## src/rtl/wb_rf_write_arbiter.sv

```systemverilog
// Write arbiter between a three-pipe VLIW writeback stage and a single-port
// register file. Resolves same-destination collisions inside one bundle,
// queues the surviving writes in program order and drains one per cycle.
module wb_rf_write_arbiter #(
  parameter int DATA_W = 64,
  parameter int ADDR_W = 4,
  parameter int DEPTH  = 8
) (
  input  logic                         clock,
  input  logic                         reset_n,
  input  logic                         flush,
  input  logic                         in_wr1,
  input  logic                         in_wr2,
  input  logic                         in_wr3,
  input  logic [ADDR_W-1:0]            in_dest1,
  input  logic [ADDR_W-1:0]            in_dest2,
  input  logic [ADDR_W-1:0]            in_dest3,
  input  logic [DATA_W-1:0]            in_data1,
  input  logic [DATA_W-1:0]            in_data2,
  input  logic [DATA_W-1:0]            in_data3,
  output logic                         stall,
  output logic                         rf_wr,
  output logic [ADDR_W-1:0]            rf_dest,
  output logic [DATA_W-1:0]            rf_data,
  output logic [$clog2(DEPTH+1)-1:0]   count,
  output logic [2**ADDR_W-1:0]         pending
);

  localparam int PTR_W = $clog2(DEPTH);
  localparam int CNT_W = $clog2(DEPTH+1);

  logic [ADDR_W-1:0] mem_dest [DEPTH];
  logic [DATA_W-1:0] mem_data [DEPTH];
  logic [PTR_W-1:0]  head;
  logic [PTR_W-1:0]  tail;

  logic              keep1;
  logic              keep2;
  logic              keep3;
  logic              accept;
  logic              pop;
  logic [1:0]        push_cnt;
  logic [1:0]        push_n;
  logic [ADDR_W-1:0] push_dest [3];
  logic [DATA_W-1:0] push_data [3];
  logic [CNT_W-1:0]  count_next;
  logic [CNT_W-1:0]  free_next;
  logic              stall_next;
  logic [PTR_W-1:0]  offset;

  // Within a bundle the highest-numbered pipe wins a shared destination,
  // since it is the latest write in program order.
  assign keep3 = in_wr3;
  assign keep2 = in_wr2 && !(in_wr3 && (in_dest3 == in_dest2));
  assign keep1 = in_wr1 && !(in_wr2 && (in_dest2 == in_dest1))
                        && !(in_wr3 && (in_dest3 == in_dest1));

  assign accept     = !stall && !flush;
  assign pop        = (count != '0);
  assign push_n     = accept ? push_cnt : 2'd0;
  assign count_next = count + CNT_W'(push_n) - CNT_W'(pop);
  assign free_next  = CNT_W'(DEPTH) - count_next;
  assign stall_next = (free_next < CNT_W'(3));

  // Compact surviving writes into consecutive slots, preserving pipe order.
  always_comb begin
    push_cnt = 2'd0;
    for (int k = 0; k < 3; k++) begin
      push_dest[k] = '0;
      push_data[k] = '0;
    end
    if (keep1) begin
      push_dest[push_cnt] = in_dest1;
      push_data[push_cnt] = in_data1;
      push_cnt = push_cnt + 2'd1;
    end
    if (keep2) begin
      push_dest[push_cnt] = in_dest2;
      push_data[push_cnt] = in_data2;
      push_cnt = push_cnt + 2'd1;
    end
    if (keep3) begin
      push_dest[push_cnt] = in_dest3;
      push_data[push_cnt] = in_data3;
      push_cnt = push_cnt + 2'd1;
    end
  end

  // Queue storage needs no reset; validity is tracked by head and count.
  always_ff @(posedge clock) begin
    for (int k = 0; k < 3; k++) begin
      if (k < int'(push_n)) begin
        mem_dest[tail + PTR_W'(k)] <= push_dest[k];
        mem_data[tail + PTR_W'(k)] <= push_data[k];
      end
    end
  end

  // Pointers, occupancy, registered stall and the register-file write port.
  always_ff @(posedge clock or negedge reset_n) begin
    if (!reset_n) begin
      head    <= '0;
      tail    <= '0;
      count   <= '0;
      stall   <= 1'b0;
      rf_wr   <= 1'b0;
      rf_dest <= '0;
      rf_data <= '0;
    end else begin
      if (pop) begin
        rf_wr   <= 1'b1;
        rf_dest <= mem_dest[head];
        rf_data <= mem_data[head];
        head    <= head + PTR_W'(1);
      end else begin
        rf_wr   <= 1'b0;
      end
      tail  <= tail + PTR_W'(push_n);
      count <= count_next;
      stall <= stall_next;
    end
  end

  // Pending mask: every live queue slot plus the write currently on rf_*.
  always_comb begin
    pending = '0;
    offset  = '0;
    for (int i = 0; i < DEPTH; i++) begin
      offset = PTR_W'(i) - head;
      if (CNT_W'(offset) < count) begin
        pending[mem_dest[i]] = 1'b1;
      end
    end
    if (rf_wr) begin
      pending[rf_dest] = 1'b1;
    end
  end

  // An accepted bundle must always find room for three writes.
  always_ff @(posedge clock) begin
    if (reset_n && accept) begin
      assert (count <= CNT_W'(DEPTH - 3));
    end
  end

endmodule

```

## config.mk

```make
export PLATFORM = sky130hd
export DESIGN_NAME = wb_rf_write_arbiter
export DESIGN_NICKNAME = d
export VERILOG_FILES = /design/src/rtl/wb_rf_write_arbiter.sv
export SDC_FILE = /design/constraint.sdc
export NUM_CORES = 2
export LEC_CHECK = 0
export ABC_AREA = 1
export CORE_UTILIZATION = 47
export DETAILED_ROUTE_END_ITERATION = 8
export PLACE_DENSITY_LB_ADDON = 0.08
export RECOVER_POWER = 100
export SETUP_SLACK_MARGIN = 0.15
export SLEW_MARGIN = 15
export SYNTH_ARGS = -nofsm -noshare
export SYNTH_HDL_FRONTEND = slang
export SYNTH_SLANG_ARGS = --single-unit
export TNS_END_PERCENT = 20
```

## constraint.sdc

```tcl
create_clock -name clock -period 8.06 [get_ports clock]
set_input_delay 1.209 -clock clock [delete_from_list [all_inputs] [get_ports clock]]
set_output_delay 1.209 -clock clock [all_outputs]
set_load 0.01 [all_outputs]
```

==> impl_metrics.ini <==
[clocking]
cts_buffer_depth = 3
cts_tree = yes
clock_sinks = 624
clock_latency_ps = 650
htree_num_levels = 3
postCtsSetupBuffers = 0
cts_resized = 0
path_clk_slew_ps = 60
clock-root-buffer = clkbuf_16
cts_made_buffers = 76
postCtsHoldBufs = 0

[final_layout]
fin_nets = 6432
drive_gt1_share_pct = 4.428
syn_to_final_growth_pct = 14.36
final_util_pct = 54.41
num-fill-cells = 8656

[synth]
seq_area_frac_synth_pct = 42.75
synth_fp_nets = 6367
post_synth.cell_area_avg_um2 = 6.998
yosys_warnings = 0
synthFlopType = edfxtp_1
ys_types = 38
syn_inst = 6129
netlist_area_mm2 = 0.04289
synthArstFlopShare_pct = 12.82
synth_edf_count = 544
synth_seq_cells = 624

[pwr]
p_sw_mw = 7.036
comb_power_share_pct = 45.1
p_total_mw = 15.92
leakage_nw = 21.46
power_switching_share_pct = 44.20
p_per_area_mw_per_mm2 = 324.5
p_int_mw = 8.882
clock_power_share_pct = 22.1
ir_drop_v = 0.0002107
pwr-share-seq_pct = 32.8

[floorplan]
coreArea_mm2 = 0.09015
start_util_pct = 47.58
die_w_um = 304.1
io_pins = 300
die_h_um = 304.1
row_count = 110
fp.dieArea_mm2 = 0.09247

[sta]
final_hold_viol_count = 0
setup_viol = 0
fin_skew_ps = 27.47
hold_ws_ps = 542.3
rsz0062_at_grt = no
max_slew_margin_pct = -151.9
finalCriticalPeriod_ps = 7296
timing.final.max_slew_violations = 383
finalSetupTns_ps = 0
tightestPinTransition_ps = 3779
max_freq_mhz = 137.1
finalWorstSetupSlack_ps = 764.0
finalCritPeriodShare_pct = 90.52

[worst_setup_path]
crit_slowest_cell = clkbuf_1
crit_required_ps = 8440
crit_family = buffers and inverters
end_kind = flop
crit_chain = dlygate4sd3_1, o21ai_0, a21oi_1, nand2_4, nand2_1, ha_1, nand2_1, clkinvlp_2, nor3_1, nand2_1, inv_2, nand2_4, clkbuf_1, nand3_1, nand2_1
crit_buf_inv = 4
arrival_ps = 7670
max_stage_delay_ps = 1020
worst_setup_path_start_kind = input pin
path_depth = 15
path_class = input pin to flop
path_common_cell = nand2_1
critPathMaxFanout = 32
reg2reg_depth = 6

[place]
dpl.hpwl_mm = 111.9
dp_slack_ps = 1594
portBuffers = 299
globalplace.congestion = 1.005

[detailed_routing]
wl_met3_mm = 33.71
drc_errors = 0
drt-met1-wl_mm = 74.85
first_pass_iters = 7
antenna_left = 0
vias_per_cell = 6.548
met2_length_mm = 87.34
routed-via-count = 48670
post_drt_wl_per_cell_um = 28.05
highest_layer = met5
drtIter0Drc = 8901
drt-total-wl_mm = 208.5

[global_routing]
antenna_found_initial = 7
overflow = 0
grt_max_degree = 119
grt.total_usage_pct = 43.63
grt_first_pass_wirelength_mm = 299.3
grt_pass1_vias = 44120

[status]
violations = capacitance limit, slew limit
run_status = finished with violations

[hold_path]
whs_path_depth = 2
hold_class = flop to flop

[run]
maxCapViolations = 9
[sequential cells by signal, indices dropped and copies added (netlist names)]
register  count
count         4
head          3
mem_data    512
mem_dest     32
rf_data      64
rf_dest       4
rf_wr         1
stall         1
tail          3
[cells in the mapped netlist, types with 2 or more instances]
| master | number | area, um^2 |
|---|---|---|
| a21o_1 | 3 | 22.52 |
| o21ai_0 | 82 | 410.4 |
| o22ai_1 | 16 | 100.1 |
| o21ai_1 | 4 | 20.02 |
| buf_4 | 27 | 202.7 |
| fa_1 | 2 | 40.04 |
| ha_1 | 26 | 325.3 |
| inv_2 | 27 | 101.4 |
| inv_1 | 308 | 1156 |
| xor2_1 | 2 | 17.52 |
| edfxtp_1 | 544 | 16340 |
| o211ai_1 | 2 | 15.01 |
| buf_6 | 2 | 22.52 |
| nor2_1 | 769 | 2887 |
| nor3_1 | 298 | 1491 |
| nor4_1 | 4 | 25.02 |
| buf_1 | 75 | 281.5 |
| buf_2 | 113 | 565.5 |
| xnor2_1 | 3 | 26.28 |
| nand2_1 | 1541 | 5784 |
| nand3_1 | 1829 | 9154 |
| a31oi_1 | 64 | 400.4 |
| dfrtp_1 | 80 | 2002 |
| a211oi_1 | 5 | 37.54 |
| nand2_2 | 14 | 87.58 |
| clkbuf_1 | 190 | 713.2 |
| a21oi_1 | 10 | 50.05 |
| nand4_1 | 72 | 450.4 |
| nor2_4 | 8 | 90.09 |
[cells in the final DEF, fill, tap and decap left out, types with 4 or more instances in the layout]
cell type        instances
clkinv_2                27
nor2_4                   9
clkbuf_1                26
edfxtp_1               544
nand3_1               1822
inv_1                  308
nor3_1                 299
buf_4                   77
clkdlybuf4s50_1        208
clkinv_1                 7
dlygate4sd3_1           88
nand4_1                 72
nand2_1               1530
dfrtp_1                 79
o21ai_0                 82
inv_6                    4
nand2_4                 13
nor2_1                 769
clkbuf_16               78
nand2_2                 10
buf_12                   8
clkbuf_2                 8
bufinv_16                5
nand3_4                  8
a21oi_1                 10
clkinvlp_2               6
nor4_1                   4
ha_1                    26
inv_2                    8
a31oi_1                 64
a211oi_1                 5
clkbuf_8                 7
o22ai_1                 16
o21ai_1                  4
[worst reg2reg max path, cell delays in order, from the launching register on]
cell	delay (ps)
dfrtp_1	660
clkinv_1	410
nand2_1	1630
clkbuf_1	2770
nor3_1	230
nor3_1	540
a31oi_1	140
[area by class of cell]
class	count	area [um^2]	area share [%]
timing repair buffer	394	3760	7.665
clock inverter	34	335.3	0.6836
clock buffer	106	2127	4.336
inverter	336	1291	2.632
tap	1176	1471	3.000
sequential	624	18340	37.39
antenna	1	2.502	0.005102
multi-input combinational	4762	21720	44.29
[logic make-up after synthesis]
logic type,after synthesis,synth area share (%)
AND/OR/NAND/NOR,4541,46.69
buffers and inverters,743,7.103
flip-flops,624,42.75
AO/OA/AOI/OAI,188,2.497
adder cells (fa/ha/maj),28,0.8518
XOR/XNOR,5,0.1021
[per-layer routing]
layer  global-route usage, %  up-vias
met2                   64.79     4421
met5                       0        -
met4                   21.10        8
met3                   11.50     1011
li1                        -    21090
met1                   58.96    22150
[stage by stage]
step | cell area (um^2) | cells
finish | 49050 | 7433
floorplan | 42890 | 6129
CTS | 49130 | 7432
global route | 49050 | 7432
detailed placement | 46660 | 7292
global placement | 46660 | 7292
[power by group through the flow]
| stage | Combinational (mW) | Clock (mW) | Sequential, mW |
|---|---|---|---|
| after global routing | 7.61 | 3.62 | 5.28 |
| after detailed placement | 6.99 | 0 | 5.28 |
| after global placement | 6.95 | 0 | 5.26 |
| final | 7.18 | 3.52 | 5.22 |
| after CTS | 7.02 | 3.50 | 5.21 |
| after floorplan | 4.18 | 0 | 5.18 |
[path summary, 6_finish.rpt]
| check | from | to | slack, ps |
|---|---|---|---|
| worst max register to register | head[2] | rf_data[5] | 1510 |
| worst min register to register | rf_data[57] | rf_data[57] | 540 |
| worst min-delay path | rf_data[57] | rf_data[57] | 540 |
| min in group asynchronous | reset_n | head[0] | 1670 |
| max in group asynchronous | reset_n | rf_data[18] | 3980 |
| worst max-delay path | in_wr3 | mem_data[1][55] | 760 |
(Power assumes the default switching activity.)
